### src/rtl/pe_ws_cs.sv
// Weight-stationary systolic PE: double-buffered weight times streaming activation,
// folded into a carry-save partial-sum pair with one register stage.
module pe_ws_cs #(
    parameter int DW   = 8,
    parameter int ACCW = 20
) (
    input  logic            clk,
    input  logic            rst,
    input  logic            en,
    input  logic            sign_mode,
    input  logic [DW-1:0]   w_in,
    input  logic            w_load,
    input  logic            w_swap,
    output logic [DW-1:0]   w_out,
    output logic            w_load_out,
    input  logic [DW-1:0]   a_in,
    input  logic            a_valid,
    output logic [DW-1:0]   a_out,
    output logic            a_valid_out,
    input  logic [ACCW-1:0] psum_in0,
    input  logic [ACCW-1:0] psum_in1,
    output logic [ACCW-1:0] psum_out0,
    output logic [ACCW-1:0] psum_out1
);

    logic [DW-1:0]   w_act;
    logic [DW-1:0]   w_shadow;
    logic [ACCW-1:0] w_ext;
    logic [ACCW-1:0] a_ext;
    logic [ACCW-1:0] prod;
    logic [ACCW-1:0] maj;
    logic [ACCW-1:0] csa_sum;
    logic [ACCW-1:0] csa_carry;

    // The 2*DW product always fits in ACCW bits, so multiplying the extended
    // operands modulo 2^ACCW equals the sign/zero-extended 2*DW product.
    always_comb begin
        w_ext     = {{(ACCW-DW){sign_mode & w_act[DW-1]}}, w_act};
        a_ext     = {{(ACCW-DW){sign_mode & a_in[DW-1]}}, a_in};
        prod      = w_ext * a_ext;
        maj       = (prod & psum_in0) | (prod & psum_in1) | (psum_in0 & psum_in1);
        csa_sum   = prod ^ psum_in0 ^ psum_in1;
        csa_carry = {maj[ACCW-2:0], 1'b0};
    end

    always_ff @(posedge clk) begin
        if (rst) begin
            w_act       <= '0;
            w_shadow    <= '0;
            w_out       <= '0;
            w_load_out  <= 1'b0;
            a_out       <= '0;
            a_valid_out <= 1'b0;
            psum_out0   <= '0;
            psum_out1   <= '0;
        end else if (en) begin
            w_out       <= w_in;
            w_load_out  <= w_load;
            a_out       <= a_in;
            a_valid_out <= a_valid;
            if (w_load)
                w_shadow <= w_in;
            // Swap reads the old shadow, so load+swap together moves the previous value.
            if (w_swap)
                w_act <= w_shadow;
            if (a_valid) begin
                psum_out0 <= csa_sum;
                psum_out1 <= csa_carry;
            end
        end
    end

endmodule
### config.mk
export PLATFORM = sky130hd
export DESIGN_NAME = pe_ws_cs
export DESIGN_NICKNAME = d
export VERILOG_FILES = /design/src/rtl/pe_ws_cs.sv
export SDC_FILE = /design/constraint.sdc
export NUM_CORES = 1
export LEC_CHECK = 0
export BUFFER_PORTS_ARGS = -buffer_cell sky130_fd_sc_hd__buf_2
export CAP_MARGIN = 0
export CORE_MARGIN = 8
export CORE_UTILIZATION = 61
export CTS_CLUSTER_DIAMETER = 60
export CTS_CLUSTER_SIZE = 16
export DETAILED_ROUTE_END_ITERATION = 16
export GPL_TIMING_DRIVEN = 0
export PLACE_DENSITY = 0.87
export REMOVE_ABC_BUFFERS = 1
export SLEW_MARGIN = 30
export SYNTH_ARGS = -nofsm -noshare
export SYNTH_HDL_FRONTEND = slang
export SYNTH_SLANG_ARGS = --single-unit
### constraint.sdc
create_clock -name clk -period 14.3 [get_ports clk]
set_input_delay 2.86 -clock clk [delete_from_list [all_inputs] [get_ports clk]]
set_output_delay 2.86 -clock clk [all_outputs]
set_load 0.005 [all_outputs]
Word level (Yosys, flattened, before mapping)

Cells that the tools add are included.
Widths: inputs -> output; s select.

$mul: 1
Bitwise logic cells: 9
Reductions and logical operators: 3

Operators with widths:

| kind             | number |
|---|---|
| $and 19x19->19   | 3 |
| $xor 20x20->20   | 2 |
| $or 19x19->19    | 2 |
| $mul 9x9->18     | 1 |
| $reduce_and 2->1 | 3 |
| $and 1x1->1      | 2 |

Logic and storage cells: 21
Flip-flop bits (word level): 73
Output and inout port bits: 58
Bits of input ports: 63

Longest topological paths before layout

Gate-level depths: netlist of the first run.

Depth in word-level cells: 5
Gate-level depth with buffers: 21
Depth with buffers taken out: 20

Least setup slack after synthesis of the first run

No wires, ideal clock.

Path kind: input to register
Start point: in sign_mode
End point: reg psum_out0[15]
Buffers on the path: 1
Stages: 20
Library setup time: 0.086 ns
Setup slack: 6.524 ns
Arrival: 7.691 ns
Data required time: 14.214 ns
Path through: and2_1 > clkbuf_1 > nand2_1 > fa_1 > inv_1 > fa_1 > fa_1 > fa_1 > inv_1 > fa_1 > inv_1 > ha_1 > o21ai_0 > o21ai_1 > a21oi_1 > o21bai_1 > a21oi_1 > xor2_1 > fa_1 > a211oi_1

Longest elaborated chain between the ends: 4
Elaborated cells between the ends (all ways): 5
Classes of those cells: mul: 1; bitwise: 4

Ends and longest elaborated chain:

| item                           | RTL line | source |
|---|---|---|
| start: declaration             | 10       | `input logic sign_mode,` |
| $and 1x1->1 (on tied branches) | 38, 39   |  |
| $mul 9x9->18 *                 | 40       | `prod = w_ext * a_ext;` |
| $xor 20x20->20 * (2 in series) | 42       | `csa_sum = prod ^ psum_in0 ^ psum_in1;` |
| end signal: assignment         | 67       | `psum_out0 <= csa_sum;` |
| end: declaration               | 22       | `output logic [ACCW-1:0] psum_out0,` |

Mark *: on every way between the ends. The rest lies on a longest branch, timed or not.
A chain may end at the register's enable or synchronous reset.

Worst setup path after layout of the first run

Start point: in a_in[7]
End point: reg psum_out0[18]

Longest elaborated chain between the ends: 4

Ends and longest elaborated chain:

| item                           | RTL line | source |
|---|---|---|
| start: declaration             | 16       | `input logic [DW-1:0] a_in,` |
| $and 1x1->1                    | 39       | `a_ext = {{(ACCW-DW){sign_mode & a_in[DW-1]}}, a_in};` |
| $mul 9x9->18 *                 | 40       |  |
| $xor 20x20->20 * (2 in series) | 42       |  |

Marks and branches as above.

==> results of run 1 <==
==> through the flow <==
stage	power (µW)	area, µm²	instances
detailed placement	329	6720	888
floorplan	286	5960	636
finish	500	6940	904
CTS	507	6940	904
global route	532	6940	904
global placement	322	6720	888
==> critical path, delay by kind of cell <==
| family | cells | cell delay [ns] |
|---|---|---|
| compound gates | 3 | 0.58 |
| buf+inv | 4 | 0.34 |
| simple gates | 4 | 0.92 |
| fa+ha+maj | 7 | 3.26 |
| xor+xnor | 1 | 0.39 |
==> power by group <==
group          switching [µW]  internal [µW]
sequential               6.54            215
clock                    88.4           87.8
combinational            57.2           44.9
==> state kept, by name, indices dropped and copies added (netlist names) <==
signal,count
w_out,8
a_valid_out,1
w_act,8
psum_out1,19
psum_out0,20
w_load_out,1
a_out,8
w_shadow,8
==> cell usage after synthesis (all sizes together), types with 7 or more instances <==
| cell type | number |
|---|---|
| inv | 122 |
| fa | 89 |
| dfxtp | 73 |
| nand2 | 66 |
| nor2 | 64 |
| a211oi | 38 |
| ha | 38 |
| and2 | 32 |
| clkbuf | 31 |
| a21oi | 29 |
| mux2i | 16 |
| nand3 | 16 |
| xnor2 | 11 |
| xor2 | 9 |
| buf | 7 |
==> area by class of cell <==
class | count | area share
Timing Repair Buffer | 119 | 0.0862
Clock buffer | 10 | 0.0198
Inverter | 122 | 0.0660
Multi-Input combinational cell | 441 | 0.582
Tap cell | 133 | 0.0240
Sequential cell | 73 | 0.211
Clock inverter | 6 | 0.0108
==> layer usage <==
| metal | global-route usage | part of all wire | vias to the layer above |
|---|---|---|---|
| li1 | - | - | 2263 |
| met1 | 0.232 | 0.40 | 2243 |
| met2 | 0.378 | 0.52 | 130 |
| met3 | 0.0469 | 0.059 | 15 |
| met4 | 0.0761 | 0.021 | 0 |
| met5 | 0 | 0 | - |
==> cells by family (layout without fill, tap and decap cells) <==
family,Yosys count,count (layout),synth area share
mux,16,16,0.0262
buf+inv,160,257,0.0992
compound gates,83,83,0.0883
fa+ha+maj,127,127,0.370
other cells,1,1,0.000614
simple gates,193,193,0.142
xor+xnor,21,21,0.0348
flops,73,73,0.239
==> final timing paths <==
path | start | endpoint | slack (ns) | cells after the start
worst min register to register | w_shadow[1] | w_shadow[1] | 0.47 | 2
worst max register to register | w_act[7] | psum_out0[18] | 8.41 | 18
worst max-delay path | a_in[7] | psum_out0[18] | 6.23 | 19
worst min-delay path | w_shadow[1] | w_shadow[1] | 0.47 | 2
==> qor.yml, run 1 <==
routing:
  via_per_inst: 5.14
  drc: 0
  firstDrtPassIters: 5
  ant_nets: 0
  wirelength_mm: 12.9
  wl_per_cell_um: 14.2
  initialDrtViolationCount: 255
  route.vias.total: 4651
clocking:
  clkSinkCount: 73
  hold_buffers: 0
  cts-root-buf: "clkbuf_8"
  cts_setup_buffers: 0
  cts_tree: "yes"
  clk_pin_slew_ns: 0.08
  clockBufferDepth: 2
  clock_latency_ns: 0.37
  cts-buffers-inserted: 9
  cts-htree-levels: 3
  cts_resized: 0
placed_design:
  detailedPlace.worstSlack_ns: 5.93
  gp_congestion: 0.844
  dp_hpwl_mm: 10.1
  io_buffers: 119
timing:
  post-route-period-util: 0.564
  clock.fmax_mhz: 124
  finClkSkew_ns: 0.0275
  max_slew_margin: 0.484
  tns_ns: 0
  hold_slack_ns: 0.467
  worst_slew_pin_slew_ns: 0.773
  setup_violations: 0
  drv_slew: 0
  period_minus_slack_ns: 8.07
  setup_ws_ns: 6.23
  final_hold_viol_count: 0
  rsz0062_at_grt: "false"
final_layout:
  final_cell_mix: "inv_1, buf_2, fa_1"
  drive_gt1_frac: 0.180
  areaGrowthSynthToFinish_pct: 13.6
  antennaDiodeCount: 0
  fin_util: 0.713
  multi_input_area_um2: 4040
  n_fill_cell: 763
  seqCellArea_um2: 1460
  layout_commonest_cell: "inv_1"
  fin_nets: 956
worst_setup_path:
  worstPathArrival_ns: 8.34
  cpMostUsedCell: "fa_1"
  crit_path_max_incr_delay_ns: 0.52
  crit_fanout: 11
  cp_cell_sequence: "buf_2, nand2_1, or2_1, fa_1, fa_1, inv_1, fa_1, fa_1, inv_1, fa_1, inv_1, ha_1, o21ai_0, o21ai_1, nand4_1, and3_4, xnor2_1, fa_1, a211oi_1"
  crit_required_ns: 14.57
  startpoint_type: "input pin"
  crit_slowest_cell: "fa_1"
  worst-setup-path-type: "input pin to flop"
  cp-end-kind: "flop"
grt:
  antenna_found_initial: 0
  grt_max_degree: 76
  overflow: 0
  grt_usage: 0.208
  grt_first_pass_wirelength_mm: 22.3
  grt_pass1_vias: 5102
min_path:
  hold_class: "flop to flop"
outcome:
  status: "completed"
run:
  maxCapViolCount: 0
logic_synthesis:
  ys_async_sr_fraction: 0
  netlist_area_um2: 6100
  ys_seq_area_frac: 0.239
  synth_warnings: 0
  avgSynthCellArea_um2: 9.06
  synth.top_cell.area_share: 0.292
  synth-seq-cells: 73
  netlist_instances: 674
  yosysTopAreaCell: "fa_1"
  synth-edff-count: 0
  synthTopCellsByArea: "fa_1, dfxtp_1, ha_1, inv_1, a211oi_1"
  ys.flop_type: "dfxtp_1"
  synth_cell_types: 35
floorplanning:
  die-area_um2: 13500
  core-area_um2: 9730
  die_x_um: 116
  ios: 121
  initial_core_util: 0.627
  row_count: 36
  die-height_um: 116
pwr:
  ir_drop_uv: 55.7
  p_leak_uw: 0.00358
  p_per_area_nw_per_um2: 72.1
No activity file was read; power rests on OpenSTA's default activity.
==> run 2, diff against run 1 <==
- CORE_UTILIZATION: 61 -> 57
- PLACE_DENSITY: 0.87 -> 0.82
- clock period: 14.3 -> 7.65 ns (I/O delays scaled with it)
==> run 2 against run 1 <==
Die area rose by 6.0%. Core utilization shrank 4.4 points. Largest power group unchanged. Sequential share of layout area about the same.
==> qor.yml, run 2 (synthesis results as in run 1) <==
routing:
  wirelength_mm: 12.3  # -4.8%
  ant_nets: 0  # unchanged
  wl_per_cell_um: 13.5  # -5.1%
  drc: 0  # unchanged
  initialDrtViolationCount: 203  # -20%
  route.vias.total: 4567  # -1.8%
  via_per_inst: 5.04  # -2.1%
  firstDrtPassIters: 4  # -1
placed_design:
  dpl.cell_count: 891  # +0.34%
  gp_congestion: 0.839  # -0.52%
  dp_hpwl_mm: 9.86  # -2.4%
  io_buffers: 119  # unchanged
worst_setup_path:
  crit_path_max_incr_delay_ns: 0.50  # -0.02 ns
  reg2reg_depth: 18  # unchanged
  crit_required_ns: 7.92  # -6.65 ns
  timing.rr.start: "w_act[7]"
  worst-setup-path-type: "input pin to flop"
  cpMostUsedCell: "fa_1"
  cp-end-kind: "flop"
  startpoint_type: "input pin"
  crit_fanout: 11  # unchanged
  cp_cell_sequence: "buf_2, nand2_1, or2_1, fa_1, fa_1, inv_1, fa_1, fa_1, inv_1, fa_1, inv_1, ha_1, o21ai_0, o21ai_1, nand4_1, and3_4, xnor2_1, fa_1, a211oi_1"
  crit_slowest_cell: "fa_1"
  reg2reg_to: "psum_out0[17]"
  worstPathArrival_ns: 6.95  # -1.39 ns
  r2r_slack_ns: 1.74  # -6.67 ns
clocking:
  clk_pin_slew_ns: 0.09  # about the same
  hold_buffers: 0  # unchanged
  cts_tree: "yes"
  clkSinkCount: 73  # unchanged
  clockBufferDepth: 2  # unchanged
  clock_latency_ns: 0.36  # about the same
  cts_resized: 0  # unchanged
  cts_setup_buffers: 0  # unchanged
  cts-htree-levels: 3  # unchanged
  cts-root-buf: "clkbuf_8"
  cts-buffers-inserted: 9  # unchanged
timing:
  max_slew_margin: 0.475  # -0.00938
  post-route-period-util: 0.874
  clock.fmax_mhz: 150
  tns_ns: 0  # unchanged
  worst_slew_pin_slew_ns: 0.787  # +0.0141 ns
  period_minus_slack_ns: 6.69
  drv_slew: 0  # unchanged
  finClkSkew_ns: 0.0206  # -0.00696 ns
  rsz0062_at_grt: "false"
  setup_violations: 0  # unchanged
  final_hold_viol_count: 0  # unchanged
grt:
  grt_pass1_vias: 4923  # -3.5%
  grt_first_pass_wirelength_mm: 21.7  # -2.7%
  overflow: 0  # unchanged
  grt_max_degree: 76  # unchanged
  antenna_found_initial: 0  # unchanged
  grt_usage: 0.182  # -0.0265
final_layout:
  layout_commonest_cell: "inv_1"
  largestRegisters: "psum_out0 x20, psum_out1 x19"
  drive_gt1_frac: 0.180  # unchanged
  antennaDiodeCount: 0  # unchanged
  final_cell_mix: "inv_1, buf_2, fa_1"
  largest_reg_flops: 20  # unchanged
  largest_register: "psum_out0"
  layoutNonFillerInstCount: 907  # +0.33%
  fin_nets: 956  # unchanged
  areaGrowthSynthToFinish_pct: 13.6  # about the same
min_path:
  hold_depth: 2  # unchanged
  hold_class: "flop to flop"
  hold_end: "w_shadow[5]"
  hp-start: "w_shadow[5]"
floorplanning:
  row_count: 37  # +2.8%
  core-area_um2: 10400  # +6.6%
  die-height_um: 119  # +3.0%
  die_x_um: 119  # +3.0%
  die-area_um2: 14300  # +6.0%
  ios: 121  # unchanged
  initial_core_util: 0.589  # -0.0388
run:
  maxCapViolCount: 0  # unchanged
pwr:
  p_per_area_nw_per_um2: 133  # +85%
  ir_drop_uv: 125  # +120%
  p_leak_uw: 0.00358  # -0.17%
outcome:
  status: "completed"
run 2: changes by cell type in the layout (fill, tap and decap cells not counted):
cell and change:
clkbuf_8 -1, clkinv_4 -2, clkinvlp_4 +1, inv_6 +2
run 2: layout make-up:
cell class / instances / area (µm²)
Fill cell: 838 / 3440
Inverter: 122 / 458
Sequential cell: 73 / 1460
Tap cell: 136 / 170
Multi-Input combinational cell: 441 / 4040
Clock inverter: 7 / 82.6
Clock buffer: 9 / 124
Timing Repair Buffer: 119 / 598
run 2: stage by stage:
stage,cell area (µm²),setup WS [ns],power [µW],hold slack [ns],util
3_5_place_dp,6730,0.633,612,0.447,0.649
6_report,6930,0.964,925,0.464,0.669
5_1_grt,6930,0.687,984,0.487,0.669
3_3_place_gp,6720,0.751,603,0.441,0.648
2_1_floorplan,5960,1.30,535,0.431,-
4_1_cts,6930,0.991,940,0.462,0.669
run 2: how the worst max path moves through the flow:
| stage | start | end | slack [ns] | cells after the start |
|---|---|---|---|---|
| after floorplan | sign_mode | psum_out0[15] | 1.30 | 19 |
| after global placement | a_in[7] | psum_out0[15] | 0.75 | 20 |
| after detailed placement | a_in[7] | psum_out0[17] | 0.63 | 19 |
| after CTS | a_in[7] | psum_out0[17] | 0.99 | 19 |
| after global routing | a_in[7] | psum_out0[17] | 0.69 | 19 |
| final | a_in[7] | psum_out0[17] | 0.96 | 19 |
run 2: metal layers:
| metal | global-route usage | vias up | wire, µm |
|---|---|---|---|
| li1 | - | 2260 | - |
| met1 | 0.209 | 2162 | 5040 |
| met2 | 0.317 | 122 | 6110 |
| met3 | 0.0459 | 23 | 765 |
| met4 | 0.0726 | 0 | 346 |
| met5 | 0 | - | 0 |
run 2: where the power goes:
group	switching (µW)	leakage (µW)	internal (µW)	total (µW)
clock	167	0.0000988	156	324
sequential	11.8	0.000600	402	414
combinational	104	0.00288	82.9	187
total	283	0.00358	642	925
run 2: critical path, delay by kind of cell:
kind                     cells  cell delay, ns
adder cells (fa/ha/maj)      7            3.21
XOR/XNOR                     1            0.41
AO/OA/AOI/OAI                3            0.56
buffers and inverters        4            0.31
AND/OR/NAND/NOR              4            0.93
==> run 3, diff against run 2 <==
- CORE_MARGIN: 8 -> default
==> run 3 against run 2 <==
Worst hold slack got worse by 0.0019 ns. Non-clock buffer count unchanged. Final cell count unchanged. Routed wire length decreased by 4.5%. Sequential cell count unchanged. Clock skew about the same. First-iteration DRC count increased by 25%. Via count increased by 0.83%. Sequential power about the same. Clock-buffer cell count increased by 1.
==> qor.yml, run 3 (synthesis results as in run 1) <==
outcome:
  status: "completed"
floorplanning:
  die_x_um: 105  # -12%
  row_count: 37  # unchanged
  initial_core_util: 0.589  # unchanged
  die-height_um: 105  # -12%
  core-area_um2: 10400  # unchanged
  ios: 121  # unchanged
  die-area_um2: 11100  # -22%
grt:
  grt_usage: 0.231  # +0.0495
  grt_max_degree: 76  # unchanged
  overflow: 0  # unchanged
  grt_pass1_vias: 4741  # -3.7%
  grt_first_pass_wirelength_mm: 20.5  # -5.7%
  antenna_found_initial: 0  # unchanged
min_path:
  hold_class: "flop to flop"
  hold_depth: 2  # unchanged
routing:
  initialDrtViolationCount: 253  # +25%
  ant_nets: 0  # unchanged
  route.vias.total: 4605  # +0.83%
  via_per_inst: 5.08  # +0.83%
  wirelength_mm: 11.7  # -4.5%
  drc: 0  # unchanged
  wl_per_cell_um: 12.9  # -4.5%
  firstDrtPassIters: 6  # +2
final_layout:
  largestRegisters: "psum_out0 x20, psum_out1 x19"
  drive_gt1_frac: 0.180  # unchanged
  layout_commonest_cell: "inv_1"
  largest_register: "psum_out0"
  areaGrowthSynthToFinish_pct: 14.1
  antennaDiodeCount: 0  # unchanged
  fin_nets: 956  # unchanged
  final_cell_mix: "inv_1, buf_2, fa_1"
  layoutNonFillerInstCount: 907  # unchanged
  largest_reg_flops: 20  # unchanged
  final_cell_area_um2: 6960  # +0.42%
worst_setup_path:
  path_delay_family: "adder cells"
  crit_fanout: 11  # unchanged
  worst-setup-path-type: "input pin to flop"
  worstPathArrival_ns: 7.01  # +0.06 ns
  cp_cell_sequence: "buf_2, nand2_1, or2_1, fa_1, fa_1, inv_1, fa_1, fa_1, inv_1, fa_1, inv_1, ha_1, o21ai_0, o21ai_1, a21oi_1, o21bai_1, a21oi_1, xor2_1, fa_1, a211oi_1"
  cpMostUsedCell: "fa_1"
  crit_path_max_incr_delay_ns: 0.49  # about the same
  crit_required_ns: 7.93  # about the same
  crit_buf_inv: 4  # unchanged
  cp-end-kind: "flop"
  reg2reg_depth: 19  # +1
  crit_slowest_cell: "fa_1"
  startpoint_type: "input pin"
  cp.depth: 20  # +1
clocking:
  cts_resized: 0  # unchanged
  cts_setup_buffers: 0  # unchanged
  hold_buffers: 0  # unchanged
  cts-root-buf: "clkbuf_8"
  cts-htree-levels: 3  # unchanged
  cts_tree: "yes"
  clock_latency_ns: 0.37  # about the same
  cts-buffers-inserted: 9  # unchanged
  clockBufferDepth: 2  # unchanged
  clk_pin_slew_ns: 0.08  # about the same
  clkSinkCount: 73  # unchanged
pwr:
  total_power_uw: 963  # +4.1%
  power.switching_uw: 280  # -1.4%
  p_per_area_nw_per_um2: 138  # +3.7%
  swShare: 0.290  # -0.0161
  ir_drop_uv: 99.7  # -20%
  power.share.sequential: 0.430  # -0.018
  power_frac_comb: 0.195  # -0.007
  p_leak_uw: 0.00360  # +0.58%
  clockPowerShare: 0.375  # +0.025
  intPower_uw: 684  # +6.5%
timing:
  setup_violations: 0  # unchanged
  period_minus_slack_ns: 6.73  # +0.0432 ns
  post-route-period-util: 0.880  # +0.00564
  max_slew_margin: 0.491  # +0.0164
  worst_slew_pin_slew_ns: 0.763  # -0.0245 ns
  drv_slew: 0  # unchanged
  tns_ns: 0  # unchanged
  finClkSkew_ns: 0.0209  # +0.000356 ns
  setup_ws_ns: 0.921  # -0.0432 ns
  final_hold_viol_count: 0  # unchanged
  rsz0062_at_grt: "false"
  clock.fmax_mhz: 149  # -0.64%
placed_design:
  detailedPlace.worstSlack_ns: 0.654  # +0.0216 ns
  dp_hpwl_mm: 9.14  # -7.3%
  place_area_um2: 6730  # unchanged
  dpl.cell_count: 891  # unchanged
  gp_congestion: 0.817  # -2.7%
  io_buffers: 119  # unchanged
run:
  maxCapViolCount: 0  # unchanged
[run 3: final timing paths]
check / startpoint / end / slack [ns]
hold / removal: w_shadow[7] / w_shadow[7] / 0.46
setup reg to reg: w_act[7] / psum_out0[15] / 1.69
setup / recovery: a_in[7] / psum_out0[15] / 0.92
hold reg to reg: w_shadow[7] / w_shadow[7] / 0.46
[run 3: layout make-up]
class	count	area (µm²)
clock inverters	6	97.6
repair buffers	119	598
multi-input cells	441	4040
inverters	122	458
fillers	864	3410
clock buffers	10	138
well taps	136	170
flip-flops and latches	73	1460
[run 3: metal layers]
| metal | vias up | wire length [µm] | GRT usage |
|---|---|---|---|
| met1 | 2208 | 4980 | 0.278 |
| met5 | - | 0 | 0 |
| met2 | 106 | 5910 | 0.404 |
| li1 | 2266 | - | - |
| met3 | 25 | 498 | 0.0458 |
| met4 | 0 | 316 | 0.0992 |
[run 3: power by group through the flow]
stage	Combinational [µW]	Clock [µW]	Sequential [µW]
2_1_floorplan	110	0	425
3_3_place_gp	179	0	422
3_5_place_dp	189	0	423
4_1_cts	191	372	414
5_1_grt	217	381	417
6_report	188	361	414
[run 3: per-stage QoR]
stage / util / hold WS, ns
after global placement: 0.648 / 0.441
after CTS: 0.671 / 0.461
after floorplan: - / 0.431
final: 0.671 / 0.462
after detailed placement: 0.649 / 0.449
after global routing: 0.671 / 0.480
[run 3: tightest hold or removal path: stages (launching register included)]
cell and delay, ns:
dfxtp_1 0.32, nand2_1 0.05, a21oi_1 0.05
